===== src/rtl/dmem_arbiter.sv =====
// Data memory port arbiter between the CPU datapath and a DMA master.
// Build option DMEM_ARB_RR_EN: round-robin on conflict instead of CPU priority with starvation guard.
module dmem_arbiter #(
    parameter int unsigned STARVE_LIMIT = 3
) (
    input  logic       clk,
    input  logic       rst,
    input  logic [7:0] cpu_addr,
    input  logic [7:0] cpu_dout,
    input  logic       cpu_wr,
    input  logic       cpu_rd,
    output logic [7:0] cpu_din,
    output logic       cpu_stall,
    input  logic       dbg_is_brk,
    input  logic       dma_req,
    input  logic       dma_wr,
    input  logic [7:0] dma_addr,
    input  logic [7:0] dma_wdata,
    input  logic       dma_lock,
    output logic       dma_gnt,
    output logic       dma_ack,
    output logic [7:0] dma_rdata,
    input  logic [7:0] mem_din,
    output logic [7:0] mem_addr,
    output logic [7:0] mem_dout,
    output logic       mem_wr,
    output logic       mem_rd
);

    logic cpu_req;
    logic grant_dma;
    logic grant_cpu;
    logic lock_q;
    logic dma_ack_q;

    assign cpu_req = cpu_rd | cpu_wr;

`ifdef DMEM_ARB_RR_EN
    logic last_q;
    logic conflict;

    // last_q records the previous conflict winner (0 = CPU, 1 = DMA)
    assign conflict  = cpu_req & dma_req & ~lock_q & ~dbg_is_brk;
    assign grant_dma = dma_req & ~dbg_is_brk & (~cpu_req | lock_q | ~last_q);

    always_ff @(posedge clk) begin
        if (rst) begin
            last_q <= 1'b0;
        end else if (conflict) begin
            last_q <= grant_dma;
        end
    end
`else
    localparam logic [2:0] LIMIT = 3'(STARVE_LIMIT);

    logic [2:0] starve_cnt;
    logic       starved;

    assign starved   = (starve_cnt == LIMIT);
    assign grant_dma = dma_req & ~dbg_is_brk & (~cpu_req | lock_q | starved);

    // Counter freezes during a breakpoint so the debugger does not trigger a forced DMA slot
    always_ff @(posedge clk) begin
        if (rst) begin
            starve_cnt <= 3'd0;
        end else if (~dma_req | grant_dma) begin
            starve_cnt <= 3'd0;
        end else if (~dbg_is_brk & ~starved) begin
            starve_cnt <= starve_cnt + 3'd1;
        end
    end
`endif

    assign grant_cpu = cpu_req & ~grant_dma;

    always_ff @(posedge clk) begin
        if (rst) begin
            lock_q    <= 1'b0;
            dma_ack_q <= 1'b0;
        end else begin
            lock_q    <= grant_dma & dma_lock & dma_req & ~dbg_is_brk;
            dma_ack_q <= grant_dma;
        end
    end

    always_comb begin
        mem_addr = 8'h00;
        mem_dout = 8'h00;
        mem_wr   = 1'b0;
        mem_rd   = 1'b0;
        if (grant_dma) begin
            mem_addr = dma_addr;
            mem_dout = dma_wdata;
            mem_wr   = dma_wr;
            mem_rd   = ~dma_wr;
        end else if (grant_cpu) begin
            mem_addr = cpu_addr;
            mem_dout = cpu_dout;
            mem_wr   = cpu_wr;
            mem_rd   = cpu_rd;
        end
    end

    assign cpu_stall = cpu_req & ~grant_cpu;
    assign dma_gnt   = grant_dma;
    assign dma_ack   = dma_ack_q;
    assign cpu_din   = mem_din;
    assign dma_rdata = mem_din;

endmodule

===== config.mk =====
export PLATFORM = sky130hd
export DESIGN_NAME = dmem_arbiter
export DESIGN_NICKNAME = d
export VERILOG_FILES = /design/src/rtl/dmem_arbiter.sv
export SDC_FILE = /design/constraint.sdc
export NUM_CORES = 1
export LEC_CHECK = 0
export ABC_CLOCK_PERIOD_IN_PS = 2300
export CAP_MARGIN = 20
export CORE_MARGIN = 5
export CORE_UTILIZATION = 23
export CTS_BUF_LIST = sky130_fd_sc_hd__clkbuf_8 sky130_fd_sc_hd__clkbuf_16
export CTS_CLUSTER_SIZE = 14
export DETAILED_ROUTE_END_ITERATION = 10
export PLACE_DENSITY = 0.81
export SLEW_MARGIN = 5
export SYNTH_ARGS = -nofsm -noshare
export SYNTH_HDL_FRONTEND = slang
export SYNTH_SLANG_ARGS = --single-unit

===== constraint.sdc =====
create_clock -name clk -period 2.3 [get_ports clk]
set_input_delay 0.23 -clock clk [delete_from_list [all_inputs] [get_ports clk]]
set_output_delay 0.23 -clock clk [all_outputs]
set_load 0.02 [all_outputs]

==> results of run 1 <==
## metrics by stage
step / power (mW) / setup WS, ns / hold slack (ns)
finish: 0.438 / 0.0526 / 0.460
global route: 0.456 / 0.000112 / 0.460
CTS: 0.438 / 0.00497 / 0.460
detailed placement: 0.299 / -0.0622 / 0.460
global placement: 0.297 / -0.0336 / 0.460
floorplan: 0.213 / 0.402 / 0.302
## cells by family after synthesis
kind of cell    Yosys count  synth area share [%]
simple gates             11                  13.2
compound gates           19                  31.8
fa+ha+maj                 2                  4.26
buf+inv                  21                  26.9
mux                       3                  5.33
xor+xnor                  1                  1.49
flops                     5                  17.1
## worst register-to-register path: stages (launching register included)
cell and delay (ns):
dfxtp_1 0.31, ha_1 0.20, ha_1 0.19, or2_4 0.26, o21a_4 0.25, buf_4 0.16
a2111oi_2 0.26
## worst max-delay path by stage
stage,start,end,slack (ns),depth (start not counted)
after floorplan,starve_cnt[0],mem_rd,0.40,6
after global placement,dbg_is_brk,mem_wr,-0.03,5
after detailed placement,dbg_is_brk,mem_wr,-0.06,5
after CTS,starve_cnt[0],mem_wr,0.005,6
after global routing,starve_cnt[0],mem_dout[5],0.0001,6
final,starve_cnt[0],mem_dout[5],0.05,6
## metal layers
metal | part of all wire [%] | wire (microns)
met5 | 0 | 0
met4 | 0.58 | 12
met3 | 17 | 362
met2 | 49 | 1020
met1 | 33 | 682
## cell usage in the layout, fill, tap and decap left out, types with 2 or more instances in the layout
master	instances
clkdlybuf4s15_1	3
mux2i_1	2
dfxtp_1	5
o21a_4	2
nor2b_1	2
a22o_1	16
nor2_1	2
clkdlybuf4s50_1	41
dlygate4sd2_1	15
nor3_2	2
buf_4	2
inv_1	3
ha_1	2
clkbuf_8	3
## sequential cells by signal, indices dropped and copies added, names as in the netlist
name,flops
starve_cnt,3
dma_ack,1
lock_q,1
## timing repair
item	in CTS	in global routing
hold buffers	0	0
setup endpoints to repair	19	18
gates resized for setup	20	5
cloned	0	1
hold endpoints to repair	0	0
pin swaps	0	0
## area by class of cell
type / instances / area, sq um / share of cell area, %
timing repair buffer: 63 / 612 / 53.4
multi-input combinational: 37 / 344 / 30.0
inverter: 2 / 7.51 / 0.655
tap: 30 / 37.5 / 3.28
clock inverter: 1 / 3.75 / 0.328
sequential: 5 / 100 / 8.73
clock buffer: 3 / 41.3 / 3.60
## power by group through the flow
stage	sequential (mW)	combinational, mW	clock (mW)
2_1_floorplan	0.0923	0.120	0
3_3_place_gp	0.0920	0.205	0
3_5_place_dp	0.0921	0.206	0
4_1_cts	0.0909	0.189	0.158
5_1_grt	0.0909	0.201	0.164
6_report	0.0908	0.190	0.157
==> flow_metrics.tcl, run 1 <==
set metrics [dict create \
    outcome "completed" \
    cp-start-kind "register" \
    cts_buffer_depth 2 \
    hold_viol_final 0 \
    grt_max_degree 24 \
    syn_area_sq_um 587 \
    end_kind "primary output" \
    cts_setup_buffers 0 \
    min_period_over_period_pct 97.7 \
    setup_tns_ns 0 \
    combPwrFrac_pct 43.4 \
    final.fill_count 228 \
    antenna_found_initial 0 \
    clk_latency_ns 0.22 \
    gp_congestion 0.701 \
    area_growth_pct 95.3 \
    cts_sinks 5 \
    dieWidth_microns 60.5 \
    crit_top_cell "ha_1" \
    synth_edf_count 0 \
    setup_viol_count_final 0 \
    max_stage_delay_ns 0.33 \
    rows 18 \
    synth_flop_cell "dfxtp_1" \
    synth_most_common_cell "buf_4" \
    cts_buffers 3 \
    slew_headroom_pct 77.2 \
    core_sq_um 2450 \
    syn_nets 112 \
    worst_pin_slew_ns 0.341 \
    yosysUniqueCellTypes 20 \
    holdCritPathClass "input port to primary output" \
    die_area_sq_um 3660 \
    crit_family "compound AO/OA/AOI/OAI gates" \
    layout-drive-gt1-share_pct 14.4 \
    synth_seq_cells 5 \
    rrSetupSlack_ns 0.56 \
    path_cells "ha_1 -> ha_1 -> or2_4 -> o21a_4 -> a22o_1 -> dlygate4sd2_1" \
    slew_viol_final 0 \
    layoutNonFillerInstCount 141 \
    post_dp_cell_area_sq_um 1110 \
    avgRoutedWirePerCell_microns 14.7 \
    synth_top_cell_by_area "a22o_1" \
    grt_use_met1_pct 8.92 \
    period_needed_ns 2.25 \
    num_antenna_cells 0 \
    yosys.area.top_type_share_pct 23.9 \
    drtAntennaViolNets 0 \
    power.internal_mw 0.316 \
    ys_async_sr_fraction_pct 0 \
    grt_pass1_wl_mm 2.84 \
    port_buffers 60 \
    clock.fmax_mhz 445 \
    clkPwrFrac_pct 35.9 \
    h-tree-depth 1 \
    fin_area_sq_um 1150 \
    vias_per_cell 4.55 \
    drc 0 \
    root_buffer "clkbuf_8" \
    clock_skew_ns 0.000292 \
    cp.required_ns 2.07 \
    vias 642 \
    globalRouteOverflowTotal 0 \
    reg2reg_depth 6 \
    ir_drop_uv 171 \
    crit_type "register to primary output" \
    min_to "cpu_din[0]" \
    r2r_start "starve_cnt[0]" \
    grt_setup_unrepaired "no" \
    seq_power_share_pct 20.7 \
    p_leak_nw 0.521 \
    nNetsFinal 162 \
    path_max_fanout 12 \
    avgSynthCellArea_sq_um 9.46 \
    ys_seq_area_share_pct 17.1 \
    worstReg2RegEnd "starve_cnt[2]" \
    finish.utilization_pct 46.7 \
    p_sw_mw 0.123 \
    pin_count 85 \
    p_sw_share_pct 28.0 \
    post-dp-hpwl_mm 1.78 \
    cts_tree "done" \
    maxCapViolCount 0 \
    path_buf_inv 1 \
    die_h_microns 60.5 \
    grt_pass1_vias 723 \
    drt-total-wl_mm 2.08 \
    use_met2_pct 18.8 \
    use_met3_pct 9.36 \
    ys_warn_count 0 \
    drt_iter0_drc 5 \
    initial_utilization_pct 23.9 \
    p_per_area_nw_per_um2 382 \
    dp_cells 136 \
    worstPathArrival_ns 2.02 \
    hold_start "mem_din[0]" \
    cts.clk_slew.worst_paths_ns 0.03 \
    synthTopCellsByCount "buf_4, a22o_1, dfxtp_1" \
    synthCells 62 \
    hold_depth 0 \
    cp_slowest_cell "dlygate4sd2_1" \
    top_usage_layer "met2" \
    synth_area_leaders "a22o_1, buf_4, dfxtp_1" \
    grt_usage_pct 10.7 \
    first_pass_iters 3 \
]
Power figures use the tool's default switching activity.
==> run 2: changes to the inputs <==
ABC_AREA = 1   (was not set)
ABC_CLOCK_PERIOD_IN_PS = 2640   (was 2300)
CORE_UTILIZATION = 28   (was 23)
MAX_ROUTING_LAYER = met4   (was not set)
PLACE_DENSITY = 0.89   (was 0.81)
clock period = 2.64 ns   (was 2.3 ns; I/O delays follow)
==> run 2 against run 1 <==
Net effect:
- first-iteration DRC count rose to 6.8 times the previous value
- register-to-register slack improved by 0.59 ns
- clock-buffer cell count did not move
- worst hold slack improved by 0.068 ns
- largest power group unchanged
- utilization rose by 7.6 points
- setup slack improved by 0.10 ns
- critical path type unchanged
- power fell by 8.0%
- area after synthesis rose by 16%
==> flow_metrics.tcl, run 2 <==
set metrics [dict create \
    synthTopCellsByCount "nand3_1, nand2_1, buf_4" \
    clock.fmax_mhz 403 \
    nNetsFinal 206 \
    h-tree-depth 1 \
    p_leak_nw 0.561 \
    ir_drop_uv 195 \
    cts_setup_buffers 0 \
    crit_type "register to primary output" \
    pre_cts_slack_ns 0.243 \
    gp_congestion 0.838 \
    antenna_found_initial 0 \
    cts_buffer_depth 2 \
    layout_commonest_cell "clkdlybuf4s50_1" \
    area_growth_pct 80.6 \
    top_register "starve_cnt" \
    fin_area_sq_um 1220 \
    initial_utilization_pct 30.1 \
    max_stage_delay_ns 0.61 \
    root_buffer "clkbuf_8" \
    crit_top_cell "ha_1" \
    ys_warn_count 0 \
    cp-start-kind "register" \
    avgRoutedWirePerCell_microns 12.2 \
    p_per_area_nw_per_um2 329 \
    num_antenna_cells 0 \
    drc 0 \
    path_max_fanout 22 \
    setup_viol_count_final 0 \
    cp.required_ns 2.38 \
    pin_count 85 \
    layout-drive-gt1-share_pct 7.10 \
    post-dp-hpwl_mm 1.93 \
    outcome "completed" \
    cts_tree "done" \
    grt_usage_pct 13.3 \
    drtAntennaViolNets 0 \
    cts.clk_slew.worst_paths_ns 0.03 \
    grt_pass1_vias 798 \
    path_cells "ha_1 -> ha_1 -> nor2_2 -> nand2_4 -> nand2_8 -> nand3_1 -> nand2_1 -> clkdlybuf4s50_1" \
    vias 841 \
    avgSynthCellArea_sq_um 6.17 \
    met3_length_microns 269 \
    met1_length_microns 785 \
    first_pass_iters 4 \
    fin_ws_ns 0.157 \
    drt-total-wl_mm 2.23 \
    synth_top_cell_by_area "nand3_1" \
    cts_buffers 3 \
    maxCapViolCount 0 \
    yosys.area.top_type_share_pct 24.4 \
    fin_hold_ws_ns 0.528 \
    end_kind "primary output" \
    drt_iter0_drc 34 \
    synth_most_common_cell "nand3_1" \
    largest_register_ffs 3 \
    die_h_microns 59.2 \
    dr_wl_met2_mm 1.12 \
    ys_seq_area_share_pct 14.8 \
    slew_viol_final 0 \
    hold_viol_final 0 \
    grt_pass1_wl_mm 3.45 \
    core_sq_um 2250 \
    worst_pin_slew_ns 0.283 \
    synthCells 110 \
    layoutNonFillerInstCount 183 \
    syn_area_sq_um 678 \
    post_dp_cell_area_sq_um 1170 \
    ys_async_sr_fraction_pct 0 \
    finish.utilization_pct 54.3 \
    period_needed_ns 2.48 \
    yosysUniqueCellTypes 15 \
    synth_flop_cell "dfxtp_1" \
    cp_slowest_cell "clkdlybuf4s50_1" \
    synth_seq_cells 5 \
    vias_per_cell 4.60 \
    syn_nets 160 \
    cts_sinks 5 \
    setup_tns_ns 0 \
    clock_skew_ns 0.000619 \
    slew_headroom_pct 81.1 \
    grt_setup_unrepaired "no" \
    globalRouteOverflowTotal 0 \
    synth_area_leaders "nand3_1, buf_4, dfxtp_1" \
    highest_layer "met4" \
    die_area_sq_um 3510 \
    clk_latency_ns 0.22 \
    final_cell_mix "clkdlybuf4s50_1, nand3_1, nand2_1" \
    rows 17 \
    min_period_over_period_pct 94.0 \
    synth_edf_count 0 \
    worstPathArrival_ns 2.22 \
    holdCritPathClass "input port to primary output" \
    dp_cells 179 \
    port_buffers 60 \
    grt_max_degree 23 \
    total_power_mw 0.403 \
    dieWidth_microns 59.2 \
]
==> run 2: per-layer routing <==
metal | up-vias | global-route usage, %
met5 | - | -
met4 | 0 | 10.0
met3 | 9 | 3.49
met2 | 50 | 22.6
met1 | 354 | 12.7
li1 | 428 | -
==> run 2: cell type report <==
class	instances	area, sq um
inverters	9	33.8
fillers	232	1030
flip-flops and latches	5	100
clock inverters	1	3.75
clock buffers	3	41.3
well taps	28	35.0
multi-input cells	75	395
repair buffers	62	616
==> run 2: power breakdown <==
part	leakage (nW)	total, mW	internal (mW)	switching, mW
clock	0.0269	0.135	0.0995	0.0355
combinational	0.494	0.190	0.107	0.0830
sequential	0.0405	0.0785	0.0776	0.000924
total	0.561	0.403	0.284	0.119
==> run 2: worst paths after layout <==
path / start / to / slack, ns / depth (start not counted)
hold reg to reg: starve_cnt[0] / starve_cnt[0] / 0.55 / 2
setup reg to reg: starve_cnt[0] / starve_cnt[1] / 1.15 / 7
setup / recovery: starve_cnt[0] / mem_dout[3] / 0.16 / 8
hold / removal: mem_din[0] / cpu_din[0] / 0.53 / 0
==> run 2: logic make-up after synthesis <==
| group | share of synthesized area [%] |
|---|---|
| and+or+nand+nor | 50.9 |
| AOI/OAI and AO/OA | 0.737 |
| DFF | 14.8 |
| xor gates and xnor gates | 1.29 |
| buffers and inverters | 28.6 |
| adders and majority gates | 3.69 |
==> run 2: worst max-delay path, delay by kind of cell (launching register included) <==
| family | cells | cell delay [ns] |
|---|---|---|
| flip-flops | 1 | 0.31 |
| AND/OR/NAND/NOR | 5 | 0.65 |
| buffers and inverters | 1 | 0.61 |
| adder cells (fa/ha/maj) | 2 | 0.41 |
==> run 2: what timing repair did <==
action / 4_1_cts / 5_1_grt
resized for setup: 0 / 2
hold buffers: 0 / 0
endpoints found under the setup margin: 0 / 19
==> run 3: changes to the inputs <==
--- a/constraint.sdc
+++ b/constraint.sdc
@@ -3,2 +3,2 @@
 set_output_delay 0.264 -clock clk [all_outputs]
-set_load 0.02 [all_outputs]
+set_load 0.1 [all_outputs]
==> run 3 against run 2 <==
Net effect:
- sequential power about the same
- sequential cell count unchanged
- final area increased by 15%
- critical path type unchanged
- worst hold slack about the same
- highest routed layer unchanged
- fmax increased by 10%
- combinational power increased by 110%
- die area unchanged
==> flow_metrics.tcl, run 3 (synthesized netlist as in run 2, its figures left out) <==
set metrics [dict create \
    root_buffer "clkbuf_8" \
    clk_latency_ns 0.22 \
    rrSetupSlack_ns 0.99 \
    layout-drive-gt1-share_pct 20.1 \
    core_sq_um 2250 \
    grt_setup_unrepaired "no" \
    p_sw_share_pct 45.7 \
    hold_viol_final 0 \
    seq_power_share_pct 12.8 \
    post_dp_cell_area_sq_um 1360 \
    end_kind "primary output" \
    ff_latch_area_sq_um 100 \
    clkPwrFrac_pct 23.0 \
    max_stage_delay_ns 0.32 \
    grt_usage_pct 14.6 \
    post-dp-hpwl_mm 2.08 \
    top_register "starve_cnt" \
    drt-total-wl_mm 2.46 \
    num_antenna_cells 0 \
    cts_tree "done" \
    cp-start-kind "register" \
    power.internal_mw 0.333 \
    first_pass_iters 4 \
    slew_headroom_pct 81.3 \
    grt_pass1_vias 861 \
    vias 855 \
    total_power_mw 0.614 \
    pre_cts_slack_ns 0.541 \
    cts_hold_buf 0 \
    hold_start "mem_din[0]" \
    path_max_fanout 22 \
    initial_utilization_pct 30.1 \
    slew_viol_final 0 \
    holdCritPathClass "input port to primary output" \
    setup_tns_ns 0 \
    pin_count 85 \
    outcome "completed" \
    path_cells "ha_1 -> ha_1 -> nor2_1 -> nand2_4 -> nand2_4 -> nand3_1 -> nand2_1 -> buf_12" \
    ir_drop_uv 254 \
    cts_resized 0 \
    cp_slowest_cell "dfxtp_1" \
    port_buffers 60 \
    grt_max_degree 23 \
    cp.required_ns 2.38 \
    area_growth_pct 107 \
    worst_pin_slew_ns 0.280 \
    combPwrFrac_pct 64.2 \
    min_period_over_period_pct 85.2 \
    gp_congestion 0.932 \
    drt_iter0_drc 14 \
    rows 17 \
    largest_register_ffs 3 \
    vias_per_cell 4.70 \
    grt_pass1_wl_mm 3.88 \
    clock.fmax_mhz 445 \
    maxCapViolCount 0 \
    drc 0 \
    reg2reg_depth 7 \
    worstReg2RegEnd "starve_cnt[1]" \
    layout_commonest_cell "clkdlybuf4s50_1" \
    setup_viol_count_final 0 \
    min_to "cpu_din[0]" \
    globalRouteOverflowTotal 0 \
    fin_ws_ns 0.391 \
    p_sw_mw 0.280 \
    dieWidth_microns 59.2 \
    worstPathArrival_ns 1.99 \
    avgRoutedWirePerCell_microns 13.5 \
    p_leak_nw 0.670 \
    h-tree-depth 1 \
    cts_sinks 5 \
    crit_type "register to primary output" \
    nNetsFinal 205 \
    cts_buffer_depth 2 \
    clock_skew_ns 0.00303 \
    period_needed_ns 2.25 \
    cts_setup_buffers 0 \
    r2r_start "starve_cnt[0]" \
    final.fill_count 207 \
    drtAntennaViolNets 0 \
    die_h_microns 59.2 \
    cts_buffers 3 \
    final_cell_mix "clkdlybuf4s50_1, nand3_1, nand2_1" \
    p_per_area_nw_per_um2 437 \
    die_area_sq_um 3510 \
    cts.clk_slew.worst_paths_ns 0.04 \
    hold_depth 0 \
    fin_area_sq_um 1410 \
    multi_input_area_sq_um 384 \
    antenna_found_initial 0 \
]
run 3: cell count changes in the layout (fill, tap and decap cells not counted), sizes merged:
cell           change
inv                -1
clkdlybuf4s50     -21
clkinv             +1
buf               +20
run 3: layout make-up:
class                           instances  area share, %
Clock buffer                            3           2.94
Clock inverter                          1          0.356
Inverter                                9           2.40
Multi-Input combinational cell         75           27.3
Sequential cell                         5           7.12
Tap cell                               28           2.49
Timing Repair Buffer                   61           57.3
run 3: how the worst max path moves through the flow:
stage,cells after the start,from,slack (ns),end
final,8,starve_cnt[0],0.39,mem_addr[3]
after global routing,8,starve_cnt[0],0.23,mem_dout[0]
after CTS,8,starve_cnt[0],0.37,mem_addr[3]
after detailed placement,8,cpu_wr,0.54,mem_addr[3]
after global placement,9,cpu_wr,0.58,cpu_stall
after floorplan,8,starve_cnt[0],0.17,cpu_stall
run 3: power by group through the flow:
stage	clock [mW]	sequential, mW	combinational [mW]
after detailed placement	0	0.0797	0.396
after floorplan	0	0.0814	0.333
after global placement	0	0.0794	0.391
after global routing	0.149	0.0786	0.407
final	0.141	0.0785	0.394
after CTS	0.144	0.0785	0.396
run 3: routing by layer:
metal / vias to the layer above / track usage (%) / wire [microns]
li1: 428 / - / -
met1: 368 / 15.6 / 924
met5: - / - / 0
met3: 8 / 2.61 / 218
met2: 51 / 25.1 / 1260
met4: 0 / 8.09 / 61
run 3: through the flow:
stage | hold WS [ns] | cells | utilization [%]
5_1_grt | 0.528 | 182 | 62.3
3_3_place_gp | 0.520 | 178 | 60.3
3_5_place_dp | 0.529 | 178 | 60.3
6_report | 0.528 | 182 | 62.3
2_1_floorplan | 0.335 | 110 | -
4_1_cts | 0.529 | 182 | 62.3
run 3: worst max-delay path: cells and delay by family, from the launching register on:
family | cells | cell delay [ns]
and+or+nand+nor | 5 | 0.83
buffers and inverters | 1 | 0.19
adders and majority gates | 2 | 0.42
DFF | 1 | 0.32
